File: config.mk
export PLATFORM = sky130hd
export DESIGN_NAME = button_debounce
export DESIGN_NICKNAME = d
export VERILOG_FILES = /design/src/rtl/debounce_pkg.sv /design/src/rtl/debounce_channel.sv /design/src/rtl/button_debounce.sv
export SDC_FILE = /design/constraint.sdc
export NUM_CORES = 1
export LEC_CHECK = 0
export ABC_AREA = 0
export CORE_MARGIN = 3
export CORE_UTILIZATION = 50
export CTS_BUF_LIST = sky130_fd_sc_hd__clkbuf_4 sky130_fd_sc_hd__clkbuf_8
export CTS_CLUSTER_SIZE = 30
export DETAILED_ROUTE_END_ITERATION = 12
export HOLD_SLACK_MARGIN = 0.08
export PLACE_DENSITY = 0.75
export SETUP_SLACK_MARGIN = 0.15
export SYNTH_ARGS = -nofsm -noshare
export SYNTH_HDL_FRONTEND = slang
export SYNTH_SLANG_ARGS = --single-unit
File: constraint.sdc
create_clock -name CLOCK -period 1.5 [get_ports CLOCK]
set_input_delay 0.225 -clock CLOCK [delete_from_list [all_inputs] [get_ports CLOCK]]
set_output_delay 0.225 -clock CLOCK [all_outputs]
set_load 0.005 [all_outputs]
File: src/rtl/debounce_pkg.sv
// debounce_pkg
// Shared state encoding, default timing constants and counter sizing helpers
// for the button_debounce block and its per-channel debounce_channel.
package debounce_pkg;

    // Per-channel debounce FSM encoding
    localparam logic [0:0] DB_STABLE = 1'b0;
    localparam logic [0:0] DB_VERIFY = 1'b1;

    // Default timing, in TICK samples
    localparam int DEFAULT_STABLE_TICKS = 8;
    localparam int DEFAULT_HOLD_TICKS   = 500;

    // Verify counter only has to reach STABLE_TICKS-1, so $clog2(STABLE_TICKS) bits suffice.
    function automatic int cnt_width(input int stable_ticks);
        return (stable_ticks < 2) ? 1 : $clog2(stable_ticks);
    endfunction

    // Hold counter must be able to represent HOLD_TICKS itself (saturation value).
    function automatic int hold_width(input int hold_ticks);
        return (hold_ticks < 1) ? 1 : $clog2(hold_ticks + 1);
    endfunction

endpackage

File: src/rtl/debounce_channel.sv
// debounce_channel
// One button bit: 2-FF synchroniser, STABLE/VERIFY debounce FSM with a
// verify counter qualified by TICK, registered press/release pulses and,
// when DEBOUNCE_HOLD_EN is defined, a saturating long-press hold counter.
//
//   state     | meaning
//   ----------+------------------------------------------------------------
//   DB_STABLE | synchronised input matches BTN_STATE, verify counter at 0
//   DB_VERIFY | input differs from BTN_STATE, counting consecutive TICKs
//
// Optional feature macro: DEBOUNCE_HOLD_EN (BTN_HOLD tied to 0 otherwise).
module debounce_channel
    import debounce_pkg::*;
#(
    parameter int STABLE_TICKS = DEFAULT_STABLE_TICKS,
    parameter int HOLD_TICKS   = DEFAULT_HOLD_TICKS
) (
    input  logic CLOCK,
    input  logic RESET,
    input  logic TICK,
    input  logic BTN_IN,
    output logic BTN_STATE,
    output logic BTN_PRESS,
    output logic BTN_RELEASE,
    output logic BTN_HOLD
);

    localparam int               CNT_W    = cnt_width(STABLE_TICKS);
    localparam logic [CNT_W-1:0] CNT_LAST = CNT_W'(STABLE_TICKS - 1);
    localparam logic [CNT_W-1:0] CNT_ONE  = CNT_W'(1);

    logic             r_meta;
    logic             r_sync;
    logic [0:0]       r_fsm;
    logic [CNT_W-1:0] r_cnt;
    logic             r_level;
    logic             r_press;
    logic             r_release;

    logic w_diff;
    logic w_accept;
    logic w_fall;

    assign w_diff   = (r_sync != r_level);
    // Qualifying TICK that completes verification and flips the level
    assign w_accept = TICK && (r_fsm == DB_VERIFY) && w_diff && (r_cnt == CNT_LAST);
    assign w_fall   = w_accept && r_level;

    // Two-stage synchroniser for the asynchronous pad input, runs every clock
    always_ff @(posedge CLOCK or posedge RESET) begin
        if (RESET) begin
            r_meta <= 1'b0;
            r_sync <= 1'b0;
        end else begin
            r_meta <= BTN_IN;
            r_sync <= r_meta;
        end
    end

    // Debounce FSM and verify counter; everything frozen between TICKs
    always_ff @(posedge CLOCK or posedge RESET) begin
        if (RESET) begin
            r_fsm     <= DB_STABLE;
            r_cnt     <= '0;
            r_level   <= 1'b0;
            r_press   <= 1'b0;
            r_release <= 1'b0;
        end else begin
            // Event pulses only live for the cycle after the accepting TICK
            r_press   <= 1'b0;
            r_release <= 1'b0;
            if (TICK) begin
                case (r_fsm)
                    DB_STABLE: begin
                        if (w_diff) begin
                            r_cnt <= CNT_ONE;
                            r_fsm <= DB_VERIFY;
                        end
                    end
                    default: begin
                        if (!w_diff) begin
                            // Input fell back before it was trusted: a glitch
                            r_cnt <= '0;
                            r_fsm <= DB_STABLE;
                        end else if (r_cnt == CNT_LAST) begin
                            r_level   <= ~r_level;
                            r_cnt     <= '0;
                            r_fsm     <= DB_STABLE;
                            r_press   <= ~r_level;
                            r_release <= r_level;
                        end else begin
                            r_cnt <= r_cnt + CNT_ONE;
                        end
                    end
                endcase
            end
        end
    end

    assign BTN_STATE   = r_level;
    assign BTN_PRESS   = r_press;
    assign BTN_RELEASE = r_release;

`ifdef DEBOUNCE_HOLD_EN
    localparam int                HOLD_W   = hold_width(HOLD_TICKS);
    localparam logic [HOLD_W-1:0] HOLD_MAX = HOLD_W'(HOLD_TICKS);
    localparam logic [HOLD_W-1:0] HOLD_PRE = HOLD_W'(HOLD_TICKS - 1);
    localparam logic [HOLD_W-1:0] HOLD_ONE = HOLD_W'(1);

    logic [HOLD_W-1:0] r_hold_cnt;
    logic              r_hold;

    // Long-press timer: counts TICKs while pressed, saturates so it fires once
    always_ff @(posedge CLOCK or posedge RESET) begin
        if (RESET) begin
            r_hold_cnt <= '0;
            r_hold     <= 1'b0;
        end else begin
            r_hold <= 1'b0;
            // Clearing on the accepting release TICK makes the counter read 0
            // in the same cycle BTN_STATE drops.
            if (w_fall || !r_level) begin
                r_hold_cnt <= '0;
            end else if (TICK && (r_hold_cnt != HOLD_MAX)) begin
                r_hold_cnt <= r_hold_cnt + HOLD_ONE;
                r_hold     <= (r_hold_cnt == HOLD_PRE);
            end
        end
    end

    assign BTN_HOLD = r_hold;
`else
    // Hold timing is not built; keep the parameter referenced for lint.
    logic w_unused_hold;
    assign w_unused_hold = (HOLD_TICKS > 0);
    assign BTN_HOLD      = 1'b0;
`endif

endmodule

File: src/rtl/button_debounce.sv
// button_debounce
// Multi-channel push-button debouncer. Each bit is handled by an independent
// debounce_channel qualified by the shared TICK strobe; this level only
// replicates the channel and gathers its outputs into the WIDTH-bit buses.
// Optional feature macro: DEBOUNCE_HOLD_EN (long-press BTN_HOLD pulses).
module button_debounce
    import debounce_pkg::*;
#(
    parameter int WIDTH        = 4,
    parameter int STABLE_TICKS = DEFAULT_STABLE_TICKS,
    parameter int HOLD_TICKS   = DEFAULT_HOLD_TICKS
) (
    input  logic             CLOCK,
    input  logic             RESET,
    input  logic             TICK,
    input  logic [WIDTH-1:0] BTN_IN,
    output logic [WIDTH-1:0] BTN_STATE,
    output logic [WIDTH-1:0] BTN_PRESS,
    output logic [WIDTH-1:0] BTN_RELEASE,
    output logic [WIDTH-1:0] BTN_HOLD
);

    logic [WIDTH-1:0] w_state;
    logic [WIDTH-1:0] w_press;
    logic [WIDTH-1:0] w_release;
    logic [WIDTH-1:0] w_hold;

    for (genvar g = 0; g < WIDTH; g++) begin : g_ch
        debounce_channel #(
            .STABLE_TICKS (STABLE_TICKS),
            .HOLD_TICKS   (HOLD_TICKS)
        ) u_ch (
            .CLOCK       (CLOCK),
            .RESET       (RESET),
            .TICK        (TICK),
            .BTN_IN      (BTN_IN[g]),
            .BTN_STATE   (w_state[g]),
            .BTN_PRESS   (w_press[g]),
            .BTN_RELEASE (w_release[g]),
            .BTN_HOLD    (w_hold[g])
        );
    end

    assign BTN_STATE   = w_state;
    assign BTN_PRESS   = w_press;
    assign BTN_RELEASE = w_release;
    assign BTN_HOLD    = w_hold;

endmodule

Word level (Yosys, flattened, before mapping)
Cells that the tools add are included.

operators by class
  $add $sub $neg = 4
  multipliers = 0
  divide/modulo/power cells = 0
  $lt $le $gt $ge = 0
  eq/ne operators = 8
  shift-type cells = 0
  multiplexer cells = 64
  bitwise operators = 4
  reductions and logical operators = 12

operators with widths
  cell                                          number
  two-way mux 1 bit                             48
  two-way mux 3 bit                             16
  AND reduction 4 bit                           4
  adder 3 x 1 -> 3 bit (second input constant)  4
  equality test 3 bit (second input constant)   4
  AND reduction 2 bit                           4
  nonzero test 2 bit                            4
  != test 1 bit                                 4
  NOT 1 bit                                     4

word-level totals
  register bits = 36
  bits in latches = 0
  memory bits (writable) = 0
  ROM bits = 0
  output and inout bits = 16
  logic and storage cells = 120
  memories = 0

Logic depth before layout (Yosys ltp)
  depth in word-level cells = 5
  mapped depth = 5

Modules after synthesis
A second synthesis with hierarchy kept.

unflattened totals
  cells, all modules = 120
  area, all modules = 1,491.4 µm²

by module, submodules not included
  module            instances  cells an instance  area an instance (µm²)
  debounce_channel  4          30                 372.9

Least setup slack after synthesis
OpenSTA, ideal clock, no wires.

  path kind = register to register
  start = register g_ch[0].u_ch.r_cnt[0]
  end = register g_ch[0].u_ch.r_level
  arrival = 1,207 ps
  data required time = 1,375 ps
  setup slack = 168 ps
  stages on the path, launching flop included = 5
  path buffers = 0
  cells stage by stage = dfrtp_1 -> ha_1 -> ha_1 -> nand3_1 -> mux2_2

on the way
  longest elaborated chain between the ends = 2

RTL lines
  element                        RTL line                RTL
  start: declaration             debounce_channel.sv:35  logic [CNT_W-1:0] r_cnt;
  start signal: assignment       debounce_channel.sv:92  r_cnt <= r_cnt + CNT_ONE;
  equality test 3 bit            -
  AND reduction 4 bit (no line)  -
  end signal: assignment         debounce_channel.sv:86  r_level <= ~r_level;
  end: declaration               debounce_channel.sv:36  logic r_level;

No other way between the ends.
A chain may end at the register's enable or synchronous reset.

Final worst setup path
Ends and elaborated chain as after synthesis.

==> impl_metrics.toml <==
[run_status]
status = "complete, no violations"

[route]
dr.pass1.iters = 4
vias = 988
wl_per_cell_um = 13.09
drc = 0
drtIter0Drc = 34
wl_um = 2552
postRouteAntennaNets = 0
viasPerCell = 5.067

[finish]
utilization_pct = 68.08
antenna_cells = 0
fin_nets = 169
areaGrowthSynthToFinish_pct = 23.09
drive_above_1_share_pct = 28.10
fillers = 219

[sta]
fin_crit_sh_pct = 87.13
max_freq_ghz = 0.7652
rsz0062_at_grt = "false"
setup_tns_ns = 0
setup_viol = 0
layout_min_cycle_time_ns = 1.307
hold_viol_final = 0
report.final.slew_viol_count = 0
setup_ws_ns = 0.1931
skew_ns = 0.01443

[cts]
h-tree-depth = 2
clk_pin_slew_ns = 0.12
clk_latency_ns = 0.33
clock-root-buffer = "clkbuf_4"
cts.sinks = 36
numCtsBuffers = 5
cts_tree = "yes"
hold_buffers = 0
clockBufferDepth = 2

[critical_path]
critPathMaxFanout = 3
startpoint = "g_ch[0].u_ch.r_cnt[0]"
endpoint_kind = "flip-flop"
startpoint_type = "flip-flop"
path_class = "reg2reg"
crit_required_ns = 1.72
r2r_start = "g_ch[0].u_ch.r_cnt[0]"
worstPathArrival_ns = 1.52

[synth]
synth_cell_type_count = 20
synth_cells = 132
synth_largest_area_cell = "dfrtp_1"
async_reset_ff_share_pct = 100.0
synthFlopType = "dfrtp_1"
avgSynthCellArea_sq_um = 12.15
synthTopCellsByCount = "36 x dfrtp_1, 16 x buf_4, 10 x ha_1"
netlist_area_sq_um = 1604
synth_most_common_cell = "dfrtp_1"
netlist_top_cells_area = "dfrtp_1 56%, ha_1 7.8%, buf_4 7.5%"
synth_top_area_share_pct = 56.16
ys_seq_area_share_pct = 56.16
ys_ff_latch = 36
synth_edf_count = 0
yosysWarnings = 0

[floorplanning]
die_area_sq_um = 3924
fp.dieW_um = 62.64
core_sq_um = 2900
start_util_pct = 55.31
rows = 19
ios = 23
dieHeight_um = 62.64

[placed_design]
io_buffers = 18
pre_cts_ws_ns = 0.01988
gp_congestion = 0.6981
hpwl_um = 1635

[power_and_ir_drop]
power_density_nw_per_um2 = 1072
p_int_mw = 1.585
switching_share_pct = 25.15
p_leak_nw = 0.9742
fin_total_pwr_mw = 2.117
p_clk_share_pct = 31.6
power_frac_comb_pct = 15.6
switchingPower_uw = 532.3
power_frac_seq_pct = 52.9
vdd_drop_max_mv = 0.5225

[global_route]
grt_pass1_wl_um = 4478
grt_antenna_before_repair = 0
overflow = 0
track_usage_pct = 14.29
grt_start_max_net_pins = 37
grt_pass1_vias = 1056

[worst_hold_path]
hold_path.class = "in2async"

[run]
cap_viol_max_count = 0
==> timing repair <==
| item | 4_1_cts | 5_1_grt |
|---|---|---|
| endpoints found under the setup margin | 17 | 11 |
| resized for setup | 19 | 13 |
| hold endpoints to repair | 0 | 0 |
| buffers inserted | 6 | 2 |
| pin swaps | 0 | 3 |
==> layout by cell type, fill, tap and decap left out, drive strengths merged <==
master and instances:
a21oi 6, a22o 7, a31oi 2, a32o 1
and3 4, buf 11, bufinv 1, clkbuf 5
clkdlybuf4s50 6, clkinv 1, clkinvlp 1, conb 4
dfrtp 36, dlygate4sd2 11, dlymetal6s2s 1, ha 10
inv 6, mux2 6, nand2 4, nand3 8
nor3b 8, o21ai 8, or2 2, xor2 4
==> state kept, by name, summed over array words and instances, names as in the netlist <==
| signal | cells |
|---|---|
| g_ch.u_ch.r_cnt | 12 |
| g_ch.u_ch.BTN_PRESS | 4 |
| g_ch.u_ch.BTN_RELEASE | 4 |
| g_ch.u_ch.BTN_STATE | 4 |
| g_ch.u_ch.r_fsm | 4 |
| g_ch.u_ch.r_meta | 4 |
| g_ch.u_ch.r_sync | 4 |
==> through the flow <==
| step | hold WS [ns] | instances | area, sq um |
|---|---|---|---|
| CTS | 0.2169 | 193 | 1893 |
| detailed placement | 0.3347 | 179 | 1754 |
| finish | 0.2236 | 195 | 1974 |
| global placement | 0.3321 | 179 | 1754 |
| global route | 0.2297 | 195 | 1974 |
| floorplan | 0.2564 | 135 | 1615 |
==> cell families after synthesis <==
| group | synth area share, % |
|---|---|
| adders and majority gates | 7.800 |
| xor gates and xnor gates | 2.184 |
| AOI/OAI and AO/OA | 9.672 |
| buffers and inverters | 10.22 |
| other | 0.2338 |
| and+or+nand+nor | 9.516 |
| muxes | 4.212 |
| DFF | 56.16 |
==> metal layers <==
metal	share of wire (%)	track usage, %
met1	45	16.38
met2	51	24.63
met3	4.2	4.496
met5	0	0
met4	0.67	5.785
==> power groups by stage <==
stage          sequential [mW]  clock (mW)  combinational (mW)
2_1_floorplan             1.12           0               0.196
3_3_place_gp              1.13           0               0.232
3_5_place_dp              1.14           0               0.254
4_1_cts                   1.11       0.687               0.300
5_1_grt                   1.13       0.739               0.374
6_report                  1.12       0.668               0.329
==> layout make-up <==
class,count,area [sq um],area share (%)
Multi-Input combinational cell,74,641.9,32.51
Clock inverter,3,42.54,2.155
Timing Repair Buffer,29,276.5,14.01
Tap cell,42,52.55,2.662
Sequential cell,36,900.9,45.63
Inverter,6,22.52,1.141
Clock buffer,5,37.54,1.901
==> path summary, 6_finish.rpt <==
kind / to / slack, ns / cells past startpoint
max: g_ch[0].u_ch.BTN_STATE / 0.19 / 4
min: g_ch[1].u_ch.BTN_PRESS / 0.22 / 3
max reg2reg: g_ch[0].u_ch.BTN_STATE / 0.19 / 4
min reg2reg: g_ch[0].u_ch.r_sync / 0.36 / 0
max in group asynchronous: g_ch[0].u_ch.r_cnt[1] / 1.09 / 3
min in group CLOCK: g_ch[1].u_ch.r_meta / 0.32 / 1
==> worst max-delay path, stage by stage, from the launching register on <==
cell	delay, ns
dfrtp_1	0.41
ha_2	0.20
ha_4	0.17
nand3_2	0.09
mux2_2	0.33
Power figures use the tool's default switching activity.
